**src/rtl/sample_frame_loader.sv**
```systemverilog
// Double-buffered sample capture: writes fs-strobed samples into one of two RAM
// banks and hands completed frames to the heapsort stage in order.
module sample_frame_loader #(
    parameter int unsigned DATA_W = 16,
    parameter int unsigned ADDR_W = 10
) (
    input  logic              clk,
    input  logic              rst,
    input  logic              fs,
    input  logic              en_rec_in,
    input  logic [DATA_W-1:0] data_in,
    input  logic              sort_done,
    output logic              ram_we,
    output logic [ADDR_W:0]   ram_addr,
    output logic [DATA_W-1:0] ram_wdata,
    output logic              frame_valid,
    output logic              frame_bank,
    output logic              overrun
);

    localparam logic [ADDR_W-1:0] LAST_IDX = '1;

    logic              fs_d;
    logic [ADDR_W-1:0] wr_ptr;
    logic              wr_bank;
    logic              rd_bank;
    logic [1:0]        full;

    logic              fs_edge_c;
    logic              release_c;
    logic              wr_full_c;
    logic              accept_c;
    logic              drop_c;
    logic              last_c;
    logic [1:0]        full_nxt_c;

    // A release is honoured only once frame_valid/frame_bank already show the
    // bank being released, so a stale frame_valid right after a release is ignored.
    always_comb begin
        fs_edge_c  = fs & ~fs_d;
        release_c  = sort_done & frame_valid & (frame_bank == rd_bank) & full[rd_bank];
        wr_full_c  = full[wr_bank] & ~(release_c & (rd_bank == wr_bank));
        accept_c   = fs_edge_c & en_rec_in & ~wr_full_c;
        drop_c     = fs_edge_c & en_rec_in & wr_full_c;
        last_c     = accept_c & (wr_ptr == LAST_IDX);
        full_nxt_c = full;
        if (release_c) begin
            full_nxt_c[rd_bank] = 1'b0;
        end
        if (last_c) begin
            full_nxt_c[wr_bank] = 1'b1;
        end
    end

    // Frame status outputs lag the bank flags by one cycle.
    always_ff @(posedge clk or negedge rst) begin
        if (!rst) begin
            fs_d        <= 1'b0;
            ram_we      <= 1'b0;
            ram_addr    <= '0;
            ram_wdata   <= '0;
            wr_ptr      <= '0;
            wr_bank     <= 1'b0;
            rd_bank     <= 1'b0;
            full        <= 2'b00;
            frame_valid <= 1'b0;
            frame_bank  <= 1'b0;
            overrun     <= 1'b0;
        end else begin
            fs_d        <= fs;
            ram_we      <= accept_c;
            full        <= full_nxt_c;
            frame_valid <= full[rd_bank];
            frame_bank  <= rd_bank;
            overrun     <= overrun | drop_c;
            if (accept_c) begin
                ram_addr  <= {wr_bank, wr_ptr};
                ram_wdata <= data_in;
                wr_ptr    <= wr_ptr + ADDR_W'(1);
            end
            if (last_c) begin
                wr_bank <= ~wr_bank;
            end
            if (release_c) begin
                rd_bank <= ~rd_bank;
            end
        end
    end

endmodule

```
**config.mk**
```make
export PLATFORM = sky130hd
export DESIGN_NAME = sample_frame_loader
export DESIGN_NICKNAME = d
export VERILOG_FILES = /design/src/rtl/sample_frame_loader.sv
export SDC_FILE = /design/constraint.sdc
export NUM_CORES = 1
export LEC_CHECK = 0
export BUFFER_PORTS_ARGS = -buffer_cell sky130_fd_sc_hd__buf_2
export CORE_ASPECT_RATIO = 1.1
export CORE_MARGIN = 2
export CORE_UTILIZATION = 45
export DETAILED_ROUTE_END_ITERATION = 12
export GPL_TIMING_DRIVEN = 0
export PLACE_DENSITY = 0.81
export SYNTH_ARGS = -nofsm -noshare
export SYNTH_HDL_FRONTEND = slang
export SYNTH_SLANG_ARGS = --single-unit
export TNS_END_PERCENT = 5
```
**constraint.sdc**
```tcl
create_clock -name clk -period 2.1 [get_ports clk]
set_input_delay 0.525 -clock clk [delete_from_list [all_inputs] [get_ports clk]]
set_output_delay 0.525 -clock clk [all_outputs]
set_load 0.03 [all_outputs]
```
# After elaboration in Yosys (flattened, before gate mapping)
# Cells that the tools add are included.
[totals]
reg_bits = 46
input_bits = 21
output_inout_bits = 31
elab_cells = 50
[op_classes]
addsub = 1
order_cmp = 4
eq_ne = 3
muxes = 10
bitwise = 19
n_reduce_logical = 2
[op_table]
columns = ["operator", "count"]
rows = [
  ["10-bit by 1-bit adder with 10-bit output, second input constant", 1],
  ["1-bit AND", 10],
  ["10-bit equality test, second input constant", 1],
  ["1-bit 2-to-1 mux", 6],
  ["1-bit NOT", 5],
  ["1-bit by 2-bit < comparator with 1-bit output, second input constant", 2],
  ["2-bit 2-to-1 mux", 2],
  ["2-bit AND", 1],
  ["1-bit demux with 1-bit select", 2],
  ["1-bit equality test", 2],
  ["1-bit >= comparator, second input constant", 2],
  ["1-bit logical AND", 2],
  ["2-bit NOT", 1],
  ["2-bit OR", 1],
  ["1-bit OR", 1],
]

# Longest topological paths before layout
[logic_depth]
depth_word = 10
depth_mapped = 6
ltp_nobuf = 5

# Least setup slack after synthesis
# Ideal clock, no wire load.
[synth_timing]
path_kind = "flip-flop to flip-flop"
startpoint = "register frame_valid"
endpoint = "register ram_wdata[10]"
setup_time_ns = 0.125
arrival_ns = 1.813
required_time_ns = 1.975
slack_ns = 0.162
path_stages_with_launch = 7
path_buffers = 1
period_less_slack_ns = 1.938
cell_sequence = "dfrtp_1 > nand4_1 > a32oi_2 > nand2_4 > inv_6 > buf_6 > mux2_2"
[synth_via]
elab_chain_cells = 8
[synth_lines]
columns = ["element", "line_no", "source"]
rows = [
  ["start: declaration", "16", "output logic frame_valid,"],
  ["start signal: assignment", "73", "frame_valid <= full[rd_bank];"],
  ["1-bit AND (3 in a row)", "41", "release_c = sort_done & frame_valid & (frame_bank == rd_bank) & full[rd_bank];"],
  ["1-bit AND", "42", "wr_full_c = full[wr_bank] & ~(release_c & (rd_bank == wr_bank));"],
  ["1-bit NOT", "42", ""],
  ["1-bit AND", "42", ""],
  ["1-bit NOT", "43", "accept_c = fs_edge_c & en_rec_in & ~wr_full_c;"],
  ["1-bit AND", "43", ""],
  ["via accept_c", "32", "logic accept_c;"],
  ["end signal: assignment", "78", "ram_wdata <= data_in;"],
  ["end: declaration", "15", "output logic [DATA_W-1:0] ram_wdata,"],
]
# The timed path passes the listed nets, and every way through them passes these cells.
# A chain may end at the register's enable or synchronous reset.

# Final worst setup path
[layout_timing]
startpoint = "register rd_bank"
endpoint = "register ram_wdata[7]"
[layout_via]
elab_chain_cells = 8
elab_cells_between_ends = 11
classes_between = "2 x eq/ne; 2 x mux; 7 x bitwise"
[layout_lines]
columns = ["element", "line_no", "source"]
rows = [
  ["start: declaration", "26", "logic rd_bank;"],
  ["start signal: assignment", "85", "rd_bank <= ~rd_bank;"],
  ["1-bit equality test or 1-bit 2-to-1 mux (tied branches)", "41", ""],
  ["1-bit AND or 1-bit 2-to-1 mux (tied branches)", "41", ""],
  ["1-bit AND", "41", ""],
  ["1-bit AND *", "42", ""],
  ["1-bit NOT *", "42", ""],
  ["1-bit AND *", "42", ""],
  ["1-bit NOT *", "43", ""],
  ["1-bit AND *", "43", ""],
  ["via accept_c", "32", ""],
]
# Mark *: on every way through the listed nets, which the timed path passes. The rest lies on a longest branch. The select of a mux whose other input is x is not followed.

==> flow_metrics.env <==
export IMPL_path_clk_slew_ns=0.08
export IMPL_p_int_w=0.00169
export IMPL_status="finished, final reports clean"
export IMPL_clock_skew_ns=0.00858
export IMPL_syn_area_um2=1850
export IMPL_grt_pass1_vias=1257
export IMPL_crit_path_end_kind="flip-flop"
export IMPL_hold_path_class="input port to flip-flop"
export IMPL_p_sw_w=0.000971
export IMPL_rsz0062_at_grt="no"
export IMPL_synth_xor_area_frac=0.0473
export IMPL_antenna_found_initial=0
export IMPL_gp_congestion=0.755
export IMPL_dr_pass1_iters=4
export IMPL_start_util=0.467
export IMPL_clockBufferDepth=2
export IMPL_cts_tree="done"
export IMPL_grt_use_total=0.157
export IMPL_ys_seq_area_frac=0.622
export IMPL_syn_to_final_growth_pct=23.6
export IMPL_worst_skew_pair_late_latency_ns=0.30
export IMPL_dp_hpwl_um=2350
export IMPL_wl_per_cell_um=14.2
export IMPL_fp_dieH_um=71.3
export IMPL_maxCapViolCount=0
export IMPL_tightest_slew_ns=0.990
export IMPL_setup_viol=0
export IMPL_clkPwrFrac=0.204
export IMPL_critPathKind="flip-flop to flip-flop"
export IMPL_p_seq_frac=0.481
export IMPL_root_buffer="clkbuf_8"
export IMPL_critPathMaxFanout=10
export IMPL_hold_buffers=0
export IMPL_vias_per_cell=5.19
export IMPL_dr_first_iter_drc_count=52
export IMPL_power_frac_comb=0.314
export IMPL_p_leak_nw=1.11
export IMPL_grt_pass1_wl_um=5540
export IMPL_timing_hold_ws_ns=0.363
export IMPL_synth_cell_types=27
export IMPL_syn_inst=127
export IMPL_period_needed_ns=1.97
export IMPL_clkSinkCount=46
export IMPL_crit_arrival_ns=2.15
export IMPL_wl_um=3400
export IMPL_synth_mux_area_frac=0.176
export IMPL_maxSlewViolCount=0
export IMPL_route_detailed_drc=0
export IMPL_yosys_warnings=0
export IMPL_pin_count=52
export IMPL_synth_nets=149
export IMPL_rows=24
export IMPL_critical_path_required_ns=2.28
export IMPL_syn_area_per_cell_um2=14.6
export IMPL_synth_fa_ha_area_frac=0.00676
export IMPL_fillers=358
export IMPL_dieArea_um2=4640
export IMPL_timing_fmax_mhz=507
export IMPL_slew_headroom=0.340
export IMPL_overflow=0
export IMPL_p_total_w=0.00266
export IMPL_synthSimpleGateAreaFrac=0.0939
export IMPL_synth_seq_cells=46
export IMPL_n_antenna_cell=0
export IMPL_crit_path_start_kind="flip-flop"
export IMPL_ir_drop_uv=651
export IMPL_core_um2=3960
export IMPL_synth_top_family_by_area="multiplexers"
export IMPL_grt_max_degree=47
export IMPL_synth_compound_area_frac=0.0372
export IMPL_drive_gt1_frac=0.511
export IMPL_die_width_um=65.2
export IMPL_post_route_period_util=0.940
export IMPL_cts_made_buffers=5
export IMPL_p_per_area_nw_per_um2=1160
export IMPL_cts_htree_levels=2
export IMPL_switching_share=0.365
export IMPL_antenna_left=0
export IMPL_io_buffers=51
export IMPL_final_hold_viol_count=0
export IMPL_vias=1246
export IMPL_finalNetCount=209
area by class of cell:
cell class	count	area, µm²	area share
multi-input combinational	78	681	0.297
inverter	1	8.76	0.00383
clock buffer	7	86.3	0.0377
clock inverter	1	5.00	0.00219
buffer	2	22.5	0.00984
sequential	46	1150	0.503
timing repair buffer	53	270	0.118
tap	52	65.1	0.0284
repair_timing:
item,CTS,global route
setup buffers,0,2
resized for setup,0,1
setup endpoints to repair,0,9
sequential cells by signal (all words and copies together), names as in the netlist:
register,flops
wr_ptr,10
full,2
rd_bank,1
frame_valid,1
ram_wdata,16
overrun,1
wr_bank,1
fs_d,1
ram_we,1
frame_bank,1
ram_addr,11
power groups by stage:
stage / Sequential, W / Clock [W] / Combinational, W
after floorplan: 0.00159 / 0 / 0.000260
after global placement: 0.00128 / 0 / 0.000821
after detailed placement: 0.00129 / 0 / 0.000836
after CTS: 0.00128 / 0.000567 / 0.000837
after global routing: 0.00132 / 0.000599 / 0.000893
final: 0.00128 / 0.000544 / 0.000836
path summary, 6_finish.rpt:
check,startpoint,to,slack [ns],cells after the start
hold reg to reg,overrun$_DFF_PN0_,overrun$_DFF_PN0_,0.46,1
setup reg to reg,rd_bank$_DFFE_PN0P_,ram_wdata[7]$_DFFE_PN0P_,0.13,6
hold / removal,fs,fs_d$_DFF_PN0_,0.36,1
setup / recovery,rd_bank$_DFFE_PN0P_,ram_wdata[7]$_DFFE_PN0P_,0.13,6
min in group asynchronous,rst,fs_d$_DFF_PN0_,0.38,1
max in group asynchronous,rst,ram_wdata[2]$_DFFE_PN0P_,1.09,1
critical path, stage by stage (launching register included):
cell and delay (ns):
dfrtp_1 0.44, nand4bb_1 0.33, a32oi_4 0.32, nand2_4 0.14
inv_6 0.13, buf_6 0.16, mux2_2 0.34
per-stage QoR:
step,setup TNS (ns),util,worst slack (ns),instances,cell area [µm²]
after floorplan,0,-,0.162,127,1850
after global placement,-0.609,0.548,-0.0685,230,2170
after CTS,0,0.571,0.0436,238,2260
final,0,0.578,0.127,240,2290
after detailed placement,-0.910,0.548,-0.107,230,2170
after global routing,0,0.578,0.00984,240,2290
synth_stat cells (all sizes together):
library cell / n / area share
nand3b: 1 / 0.0041
ha: 1 / 0.0068
nand4: 2 / 0.0068
nand2: 9 / 0.022
and4: 1 / 0.0047
buf: 2 / 0.012
nand3: 7 / 0.019
nor3: 1 / 0.0027
dfrtp: 46 / 0.62
o41ai: 1 / 0.0088
o31ai: 1 / 0.0041
nand4bb: 1 / 0.0061
a32o: 1 / 0.0054
mux2: 29 / 0.18
nor4: 3 / 0.010
nor2: 2 / 0.0041
a31oi: 1 / 0.0034
inv: 1 / 0.0047
xnor2: 5 / 0.024
a21o: 1 / 0.0041
a32oi: 1 / 0.0088
and3: 3 / 0.011
nor2b: 1 / 0.0034
xor2: 5 / 0.024
o21ai: 1 / 0.0027
metal layers:
| layer | global-route usage | vias to the layer above | wire length, µm |
|---|---|---|---|
| met4 | 0.0417 | 0 | 38 |
| met5 | 0 | - | 0 |
| met1 | 0.188 | 619 | 1440 |
| met2 | 0.265 | 45 | 1690 |
| li1 | - | 577 | - |
| met3 | 0.0597 | 5 | 229 |
cells by family after synthesis:
group                    count (synthesis)
AO/OA/AOI/OAI                            7
flip-flops                              46
AND/OR/NAND/NOR                         31
multiplexers                            29
adder cells (fa/ha/maj)                  1
XOR/XNOR                                10
buffers and inverters                    3
cells in the final DEF, fill, tap and decap left out, types with 2 or more instances in the layout:
cell type  instances
xnor2_1            5
dfrtp_1           46
nor4_1             3
buf_6              2
and3_1             2
buf_2             51
nand2_1            8
nand3_1            7
buf_4              2
clkbuf_8           6
nand4_1            2
nor2_1             2
xor2_1             5
mux2_2            29
(Power assumes the default switching activity.)
